File: src/rtl/icache_upstream_arb.sv
// rtl/icache_upstream_arb.sv - N-channel round-robin request arbiter with txnid stamping, response routing and per-channel credits
module icache_upstream_arb #(
  parameter int NUM_CH    = 4,
  parameter int TXNID_W   = 6,
  parameter int DATA_W    = 256,
  parameter int REQ_W     = 64,
  parameter int MAX_OUTST = 4
) (
  input  logic                       clk,
  input  logic                       rst,
  input  logic [NUM_CH-1:0]          ch_req_vld,
  output logic [NUM_CH-1:0]          ch_req_rdy,
  input  logic [NUM_CH*REQ_W-1:0]    ch_req_pld,
  output logic                       upstream_rxreq_vld,
  input  logic                       upstream_rxreq_rdy,
  output logic [REQ_W-1:0]           upstream_rxreq_pld,
  output logic [TXNID_W-1:0]         upstream_rxreq_txnid,
  input  logic                       upstream_txdat_vld,
  output logic                       upstream_txdat_rdy,
  input  logic [DATA_W-1:0]          upstream_txdat_data,
  input  logic [TXNID_W-1:0]         upstream_txdat_txnid,
  output logic [NUM_CH-1:0]          ch_rsp_vld,
  input  logic [NUM_CH-1:0]          ch_rsp_rdy,
  output logic [NUM_CH*DATA_W-1:0]   ch_rsp_data,
  output logic [NUM_CH*(TXNID_W-$clog2(NUM_CH))-1:0] ch_rsp_seq,
  output logic                       err_bad_rsp,
  output logic                       idle
);

  localparam int CH_W  = $clog2(NUM_CH);
  localparam int SEQ_W = TXNID_W - CH_W;
  localparam int CNT_W = $clog2(MAX_OUTST + 1);

  logic                           req_vld_q, req_vld_d;
  logic [REQ_W-1:0]               req_pld_q, req_pld_d;
  logic [TXNID_W-1:0]             req_txnid_q, req_txnid_d;
  logic [CH_W-1:0]                rr_q, rr_d;
  logic [NUM_CH-1:0][CNT_W-1:0]   cnt_q, cnt_d;
  logic [NUM_CH-1:0][SEQ_W-1:0]   seq_q, seq_d;
  logic [NUM_CH-1:0]              rsp_vld_q, rsp_vld_d;
  logic [NUM_CH*DATA_W-1:0]       rsp_data_q, rsp_data_d;
  logic [NUM_CH*SEQ_W-1:0]        rsp_seq_q, rsp_seq_d;
  logic                           err_q;
  logic                           idle_q;

  logic                           req_free;
  logic [NUM_CH-1:0]              elig;
  logic [NUM_CH-1:0]              grant;
  logic [CH_W-1:0]                win;
  logic [CH_W-1:0]                cand;
  logic                           found;
  logic [CH_W-1:0]                rsp_ch;
  logic                           rsp_ok;
  logic                           rsp_hs;
  logic                           rsp_bad;
  logic [NUM_CH-1:0]              rsp_drain;

  // Channel eligibility: requesting and below its outstanding-credit limit
  always_comb begin
    elig = '0;
    for (int i = 0; i < NUM_CH; i++) begin
      elig[i] = ch_req_vld[i] && (cnt_q[i] < CNT_W'(MAX_OUTST));
    end
  end

  // Round-robin search starting at the pointer; the request register frees up in the same cycle it drains
  always_comb begin
    req_free = !req_vld_q || upstream_rxreq_rdy;
    grant    = '0;
    win      = '0;
    cand     = '0;
    found    = 1'b0;
    for (int k = 0; k < NUM_CH; k++) begin
      cand = rr_q + CH_W'(k);
      if (!found && req_free && elig[cand]) begin
        found       = 1'b1;
        grant[cand] = 1'b1;
        win         = cand;
      end
    end
  end

  // Response decode; the channel field is CH_W wide so it always names a real channel,
  // leaving a zero outstanding count as the only way a response can be bad
  always_comb begin
    rsp_ch             = upstream_txdat_txnid[TXNID_W-1:SEQ_W];
    rsp_ok             = (cnt_q[rsp_ch] != '0);
    rsp_drain          = rsp_vld_q & ch_rsp_rdy;
    upstream_txdat_rdy = rsp_ok ? (!rsp_vld_q[rsp_ch] || ch_rsp_rdy[rsp_ch]) : 1'b1;
    rsp_hs             = upstream_txdat_vld && upstream_txdat_rdy && rsp_ok;
    rsp_bad            = upstream_txdat_vld && !rsp_ok;
  end

  // Next-state for request register, pointer, per-channel counters and response registers
  always_comb begin
    req_vld_d   = req_vld_q;
    req_pld_d   = req_pld_q;
    req_txnid_d = req_txnid_q;
    rr_d        = rr_q;
    cnt_d       = cnt_q;
    seq_d       = seq_q;
    rsp_vld_d   = rsp_vld_q;
    rsp_data_d  = rsp_data_q;
    rsp_seq_d   = rsp_seq_q;

    if (req_vld_q && upstream_rxreq_rdy) begin
      req_vld_d = 1'b0;
    end
    if (found) begin
      req_vld_d   = 1'b1;
      req_pld_d   = ch_req_pld[win*REQ_W +: REQ_W];
      req_txnid_d = {win, seq_q[win]};
      rr_d        = win + CH_W'(1);
    end

    for (int i = 0; i < NUM_CH; i++) begin
      if (grant[i]) begin
        seq_d[i] = seq_q[i] + SEQ_W'(1);
      end
      // Credit returns only when the channel consumes the response
      case ({grant[i], rsp_drain[i]})
        2'b10:   cnt_d[i] = cnt_q[i] + CNT_W'(1);
        2'b01:   cnt_d[i] = cnt_q[i] - CNT_W'(1);
        default: cnt_d[i] = cnt_q[i];
      endcase
      if (rsp_drain[i]) begin
        rsp_vld_d[i] = 1'b0;
      end
      if (rsp_hs && (rsp_ch == CH_W'(i))) begin
        rsp_vld_d[i]                  = 1'b1;
        rsp_data_d[i*DATA_W +: DATA_W] = upstream_txdat_data;
        rsp_seq_d[i*SEQ_W +: SEQ_W]    = upstream_txdat_txnid[SEQ_W-1:0];
      end
    end
  end

  // State registers with synchronous reset; idle is derived from the present state only
  always_ff @(posedge clk) begin
    if (rst) begin
      req_vld_q   <= 1'b0;
      req_pld_q   <= '0;
      req_txnid_q <= '0;
      rr_q        <= '0;
      cnt_q       <= '0;
      seq_q       <= '0;
      rsp_vld_q   <= '0;
      rsp_data_q  <= '0;
      rsp_seq_q   <= '0;
      err_q       <= 1'b0;
      idle_q      <= 1'b1;
    end else begin
      req_vld_q   <= req_vld_d;
      req_pld_q   <= req_pld_d;
      req_txnid_q <= req_txnid_d;
      rr_q        <= rr_d;
      cnt_q       <= cnt_d;
      seq_q       <= seq_d;
      rsp_vld_q   <= rsp_vld_d;
      rsp_data_q  <= rsp_data_d;
      rsp_seq_q   <= rsp_seq_d;
      err_q       <= rsp_bad;
      idle_q      <= !req_vld_q && (rsp_vld_q == '0) && (cnt_q == '0);
    end
  end

  assign ch_req_rdy           = grant;
  assign upstream_rxreq_vld   = req_vld_q;
  assign upstream_rxreq_pld   = req_pld_q;
  assign upstream_rxreq_txnid = req_txnid_q;
  assign ch_rsp_vld           = rsp_vld_q;
  assign ch_rsp_data          = rsp_data_q;
  assign ch_rsp_seq           = rsp_seq_q;
  assign err_bad_rsp          = err_q;
  assign idle                 = idle_q;

endmodule

File: config.mk
export PLATFORM = sky130hd
export DESIGN_NAME = icache_upstream_arb
export DESIGN_NICKNAME = d
export VERILOG_FILES = /design/src/rtl/icache_upstream_arb.sv
export SDC_FILE = /design/constraint.sdc
export NUM_CORES = 2
export LEC_CHECK = 0
export ABC_AREA = 1
export CAP_MARGIN = 20
export CORE_AREA = 10 10 644 646
export CTS_BUF_LIST = sky130_fd_sc_hd__clkbuf_8
export DETAILED_ROUTE_END_ITERATION = 7
export DIE_AREA = 0 0 654 656
export GPL_TIMING_DRIVEN = 1
export PLACE_DENSITY = 0.3
export SYNTH_ARGS = -nofsm -noshare
export SYNTH_HDL_FRONTEND = slang
export SYNTH_SLANG_ARGS = --single-unit
File: constraint.sdc
create_clock -name clk -period 3.6 [get_ports clk]
set_input_delay 1.08 -clock clk [delete_from_list [all_inputs] [get_ports clk]]
set_output_delay 1.08 -clock clk [all_outputs]
set_load 0.05 [all_outputs]
Word level (Yosys, flattened, before mapping) --
Cells that the tools add are included.
Storage, ports and cells: bits in registers 1147, output and inout port bits 1122, logic and storage cells 169
Cells by class: $add $sub $neg 16, order comparisons 14, eq/ne operators 11, shifts and indexed selects 1, mux-type cells 51, bitwise logic cells 4, reductions and logical operators 46
Operators by type and width (count):
- $shiftx A256 B9 Y64 | 1
- $logic_and A1 B1 Y1 | 25
- $mux W1 | 25
- $pmux W3 S2 | 4
- $mux W4 | 5
- $lt A2 B3 Y1 const B | 6
- $reduce_bool A2 Y1 | 9
- $add A4 B1 Y4 const B | 4
- $add A3 B1 Y3 const B | 4
- $bmux W1 S2 | 6
- $eq A2 B2 Y1 const B | 6
- $logic_not A12 Y1 | 1
- $lt A3 B3 Y1 const B | 4
- $or A4 B4 Y4 | 3
- $sub A3 B1 Y3 const B | 4
- $eq A2 B1 Y1 const B | 5
- $bmux W4 S2 | 1
- $demux W1 S2 | 4
- $ge A2 B1 Y1 const B | 4
- $mux W2 | 4
- $bmux W3 S2 | 1
- $logic_not A1 Y1 | 6
- $add A2 B1 Y2 const B | 2
- $add A2 B2 Y2 const B | 2
- 6 further kinds | 7

Depth between registers and ports, before layout --
depth in word-level cells 20, gate-level depth with buffers 19, gate-level depth less buffers 19

Worst setup path after synthesis --
OpenSTA, ideal clock, no wires.
kind input to register, from input port upstream_rxreq_rdy, to register cnt_q[11] (netlist bit), library setup time 0.070 ns, arrival time 3.606 ns, data required time 3.530 ns, setup slack -0.076 ns, stages on the path 14, path buffers 1, cells stage by stage or2_1 clkbuf_1 nand3_1 nand4_2 nor2_4 nand2_1 nand2_1 inv_1 ha_1 fa_1 a21oi_1 o21a_1 o21ai_0 a21oi_1
Between the ends: cells in the longest elaborated chain, start to end 17, elaborated cells between the ends (all ways) 25, those cells by class eq/ne: 2; mux: 8; bitwise: 3; reduce/logical: 12
RTL lines:
- from (decl) | RTL line 15 | input logic upstream_rxreq_rdy,
- $logic_or A1 B1 Y1 (*) | RTL line 68 | req_free = !req_vld_q || upstream_rxreq_rdy;
- $logic_and A1 B1 Y1 | RTL line 75 | if (!found && req_free && elig[cand]) begin
- $mux W1 | RTL line 75
- $logic_not A1 Y1 | RTL line 75
- $logic_and A1 B1 Y1 (2 in series) | RTL line 75
- $mux W1 | RTL line 75
- $logic_not A1 Y1 | RTL line 75
- $logic_and A1 B1 Y1 (2 in series) | RTL line 75
- $mux W1 | RTL line 75
- $logic_not A1 Y1 | RTL line 75
- $logic_and A1 B1 Y1 (2 in series) | RTL line 75
- $mux W4 (*) | RTL line 75
- net ch_req_rdy[3] | RTL line 12 | output logic [NUM_CH-1:0] ch_req_rdy,
- $eq A2 B1 Y1 / $eq A2 B2 Y1 (equally long branches) | RTL line 121 | case ({grant[i], rsp_drain[i]})
- $pmux W3 S2 / $reduce_bool A2 Y1 (equally long branches)
- to (signal assigned) | RTL line 156 | cnt_q <= cnt_d;
- to (decl) | RTL line 38 | logic [NUM_CH-1:0][CNT_W-1:0] cnt_q, cnt_d;
The timed path passes the listed nets; every way through them passes the cells marked *. A chain may end at the register's enable or synchronous reset.

Worst setup path in the final report --
from input port ch_req_vld[2], to output port ch_req_rdy[2]
Between the ends: cells in the longest elaborated chain, start to end 17, elaborated cells between the ends (all ways) 29, those cells by class mux: 15; bitwise: 3; reduce/logical: 11
RTL lines:
- from (decl) | RTL line 11 | input logic [NUM_CH-1:0] ch_req_vld,
- $logic_and A1 B1 Y1 (*) | RTL line 62 | elig[i] = ch_req_vld[i] && (cnt_q[i] < CNT_W'(MAX_OUTST));
- $bmux W1 S2 | RTL line 75
- $mux W1 (not written as such) | RTL line 75
- $logic_and A1 B1 Y1 | RTL line 75
- $mux W1 | RTL line 75
- $logic_not A1 Y1 | RTL line 75
- $logic_and A1 B1 Y1 (2 in series) | RTL line 75
- $mux W1 | RTL line 75
- $logic_not A1 Y1 | RTL line 75
- $logic_and A1 B1 Y1 (2 in series) | RTL line 75
- $mux W1 | RTL line 75
- $logic_not A1 Y1 | RTL line 75
- $logic_and A1 B1 Y1 (2 in series) | RTL line 75
- $mux W4 (*) | RTL line 75
- to (decl) | RTL line 12
Every way passes the cells marked *; elsewhere a longest branch is shown, timed or not. The select of a mux whose other input is x is not followed.

==> flow_summary.json <==
{
  "status": "finished with violations",
  "violations": "setup timing",
  "cts_sinks": 1147,
  "ant_nets": 0,
  "async_flop_share": 0,
  "yosysUniqueCellTypes": 36,
  "place_inst": 12904,
  "fin_nets": 8443,
  "clk_pin_slew_ns": 0.05,
  "path_delay_family": "buffers and inverters",
  "area_growth_pct": 72.0,
  "yosysTopAreaCell": "dfxtp_1",
  "setup_ws_ns": -0.243,
  "die_area_um2": 429000,
  "critical_path_class": "in -> out",
  "yosysMostFrequentCell": "nor2_1",
  "cap_violations": 0,
  "finalSetupViolations": 4,
  "relSlewSlack": 0.427,
  "fin_cells": 13394,
  "start_util": 0.109,
  "layout-drive-gt1-share": 0.114,
  "ir_drop_uv": 561,
  "fmax_mhz": 260,
  "synth_edf_count": 0,
  "avgSynthCellArea_um2": 7.30,
  "synth_top_area_share": 0.523,
  "place_ws_ns": -0.526,
  "p_leak_uw": 0.0328,
  "topRoutingLayerUsed": "met5",
  "grt-ovfl-total": 0,
  "path_buf_inv": 4,
  "clk_latency_ns": 1.03,
  "coreArea_um2": 402000,
  "critPathRequiredTime_ns": 2.52,
  "initialDrtViolationCount": 2929,
  "powerDensity_nw_per_um2": 706,
  "cp.arrival_ns": 2.76,
  "syn_nets": 6563,
  "cts-buffers-inserted": 238,
  "crit_top_cell": "nand2_4",
  "route.met2.wl_mm": 177,
  "worstSetupStartpointType": "input pin",
  "yosysWarningCount": 0,
  "worst_pin_slew_ns": 0.863,
  "crit_fanout": 4,
  "post-route-util": 0.188,
  "ys_ff_latch": 1147,
  "chipHeight_um": 656,
  "finalHoldViolCount": 0,
  "track_usage": 0.151,
  "synth_cells": 6013,
  "vias": 48063,
  "drcViolationCount": 0,
  "wl_met1_mm": 124,
  "final.period_utilization": 1.07,
  "io_pins": 1652,
  "crit_chain": "clkdlybuf4s50_1 -> nand3_1 -> nand3_4 -> nand2_4 -> nand4_1 -> inv_2 -> buf_6 -> a21oi_4 -> nand2_4 -> buf_12",
  "setup-tns-final_ns": -0.881,
  "dp_hpwl_mm": 268,
  "rsz0062_at_grt": "yes",
  "grt_pass1_wl_mm": 453,
  "gp_congestion": 0.857,
  "min_path_type": "reg -> reg",
  "postRouteWirelength_mm": 342,
  "period_minus_slack_ns": 3.84,
  "crit_slowest_cell": "clkdlybuf4s50_1",
  "die-width_um": 654,
  "vias_per_cell": 3.59,
  "io_buffers": 1651,
  "grt_pass1_vias": 49031,
  "slew_viol_final": 0,
  "clock_skew_ns": 0.0687,
  "critical_path.max_stage_delay_ns": 0.53,
  "cts_tree": "built",
  "synth_common_cells": "2103 x nor2_1, 1147 x dfxtp_1, 1096 x o21ai_0",
  "end_kind": "primary output",
  "synthFlopType": "dfxtp_1",
  "drt-pass1-iter-count": 7,
  "synth.cell_area_um2": 43900,
  "root_buffer": "clkbuf_8",
  "wl_met3_mm": 30.6,
  "h-tree-depth": 4,
  "grt_max_degree": 77,
  "synthTopCellsByArea": "dfxtp_1 52%, nor2_1 18%, o21ai_0 12%",
  "antenna_found_initial": 69,
  "cts_buffer_depth": 4,
  "rows": 233,
  "ys_seq_area_frac": 0.523,
  "wire_per_inst_um": 25.6
}
[logic make-up (layout without fill, tap and decap cells)]
group | Yosys count | count (layout) | share of synthesized area
compound gates | 1181 | 1181 | 0.135
xor+xnor | 5 | 5 | 0.000998
fa+ha+maj | 20 | 20 | 0.00638
buf+inv | 892 | 2952 | 0.0834
flops | 1147 | 1147 | 0.523
other cells | 0 | 34 | 0
simple gates | 2768 | 2768 | 0.251
[timing repair]
item	CTS	global route
hold buffers	0	0
cloned	0	7
endpoints found under the setup margin	103	75
pin swaps	31	14
resized for setup	221	37
buffers inserted	24	16
hold endpoints to repair	0	0
[layer usage]
layer  track usage  vias to the layer above
met1         0.156                    23053
met5             0                        -
met3        0.0566                      382
met2         0.283                     1639
met4        0.0380                       28
li1              -                    22961
[sequential cells by signal, indices dropped and copies added (netlist names), 2 cells and up]
register              flops
ch_rsp_data            1024
ch_rsp_seq               16
ch_rsp_vld                4
cnt_q                    12
rr_q                      2
seq_q                    16
upstream_rxreq_pld       64
upstream_rxreq_txnid      6
[worst paths after layout]
check / startpoint / to / slack (ns) / cells past startpoint
setup / recovery: ch_req_vld[2] / ch_req_rdy[2] / -0.24 / 10
hold reg to reg: seq_q[3]$_SDFFE_PP0P_ / seq_q[3]$_SDFFE_PP0P_ / 0.46 / 2
hold / removal: seq_q[3]$_SDFFE_PP0P_ / seq_q[3]$_SDFFE_PP0P_ / 0.46 / 2
setup reg to reg: rr_q[1]$_SDFFE_PP0P_ / upstream_rxreq_pld[27]$_SDFFE_PP0P_ / 0.19 / 26
[layout by cell type (no fill, tap or decap), types with 2 or more instances in the layout]
master / Yosys / routed
nor2_4: 1 / 5
o31ai_2: 0 / 2
o21ai_1: 31 / 31
nand2_2: 3 / 10
clkdlybuf4s50_1: 0 / 1537
a21oi_4: 0 / 4
nand3_4: 0 / 5
clkbuf_8: 0 / 309
xor2_1: 5 / 5
inv_8: 0 / 7
inv_4: 0 / 4
clkinv_2: 0 / 13
buf_4: 14 / 272
nor4_1: 4 / 4
dlygate4sd2_1: 0 / 99
diode_2: 0 / 34
clkbuf_16: 0 / 7
clkinvlp_4: 0 / 5
nand4_1: 3 / 3
nand2_4: 1 / 8
nand3_2: 2 / 61
o22ai_1: 2 / 2
nand3_1: 431 / 367
ha_1: 16 / 15
fa_1: 4 / 4
nand2_1: 210 / 196
nor2_1: 2103 / 2102
buf_6: 0 / 31
inv_2: 22 / 23
dfxtp_2: 0 / 7
inv_1: 437 / 508
dfxtp_1: 1147 / 1140
inv_6: 0 / 3
inv_12: 0 / 2
bufinv_16: 0 / 4
o21ai_0: 1096 / 1096
nor2_2: 6 / 3
a21oi_1: 43 / 39
buf_12: 0 / 123
[metrics by stage]
| step | hold WS [ns] | total power, uW | area (um2) |
|---|---|---|---|
| 6_report | 0.459 | 53300 | 75500 |
| 4_1_cts | 0.460 | 53900 | 75100 |
| 2_1_floorplan | 0.441 | 26400 | 43900 |
| 5_1_grt | 0.478 | 56400 | 75400 |
| 3_5_place_dp | 0.452 | 37700 | 69600 |
| 3_3_place_gp | 0.451 | 37700 | 69600 |
[cell type report]
type / instances / area [um2]
Fill cell: 45221 / 326000
Tap cell: 5287 / 6620
Antenna cell: 34 / 85.1
Sequential cell: 1147 / 23000
Multi-Input combinational cell: 3974 / 17800
Inverter: 460 / 1770
Timing Repair Buffer: 2072 / 21300
Clock inverter: 111 / 641
Clock buffer: 309 / 4250
[power breakdown]
part / internal (uW) / switching, uW
Sequential: 14200 / 917
Combinational: 8360 / 15200
Clock: 7930 / 6770
Total: 30500 / 22900
[worst min-delay path, stage by stage (launching register included)]
cell and delay [ns]:
dfxtp_1 0.30, nand2_1 0.06, a21oi_1 0.05
Note: power is estimated with default switching activity, not from simulation.
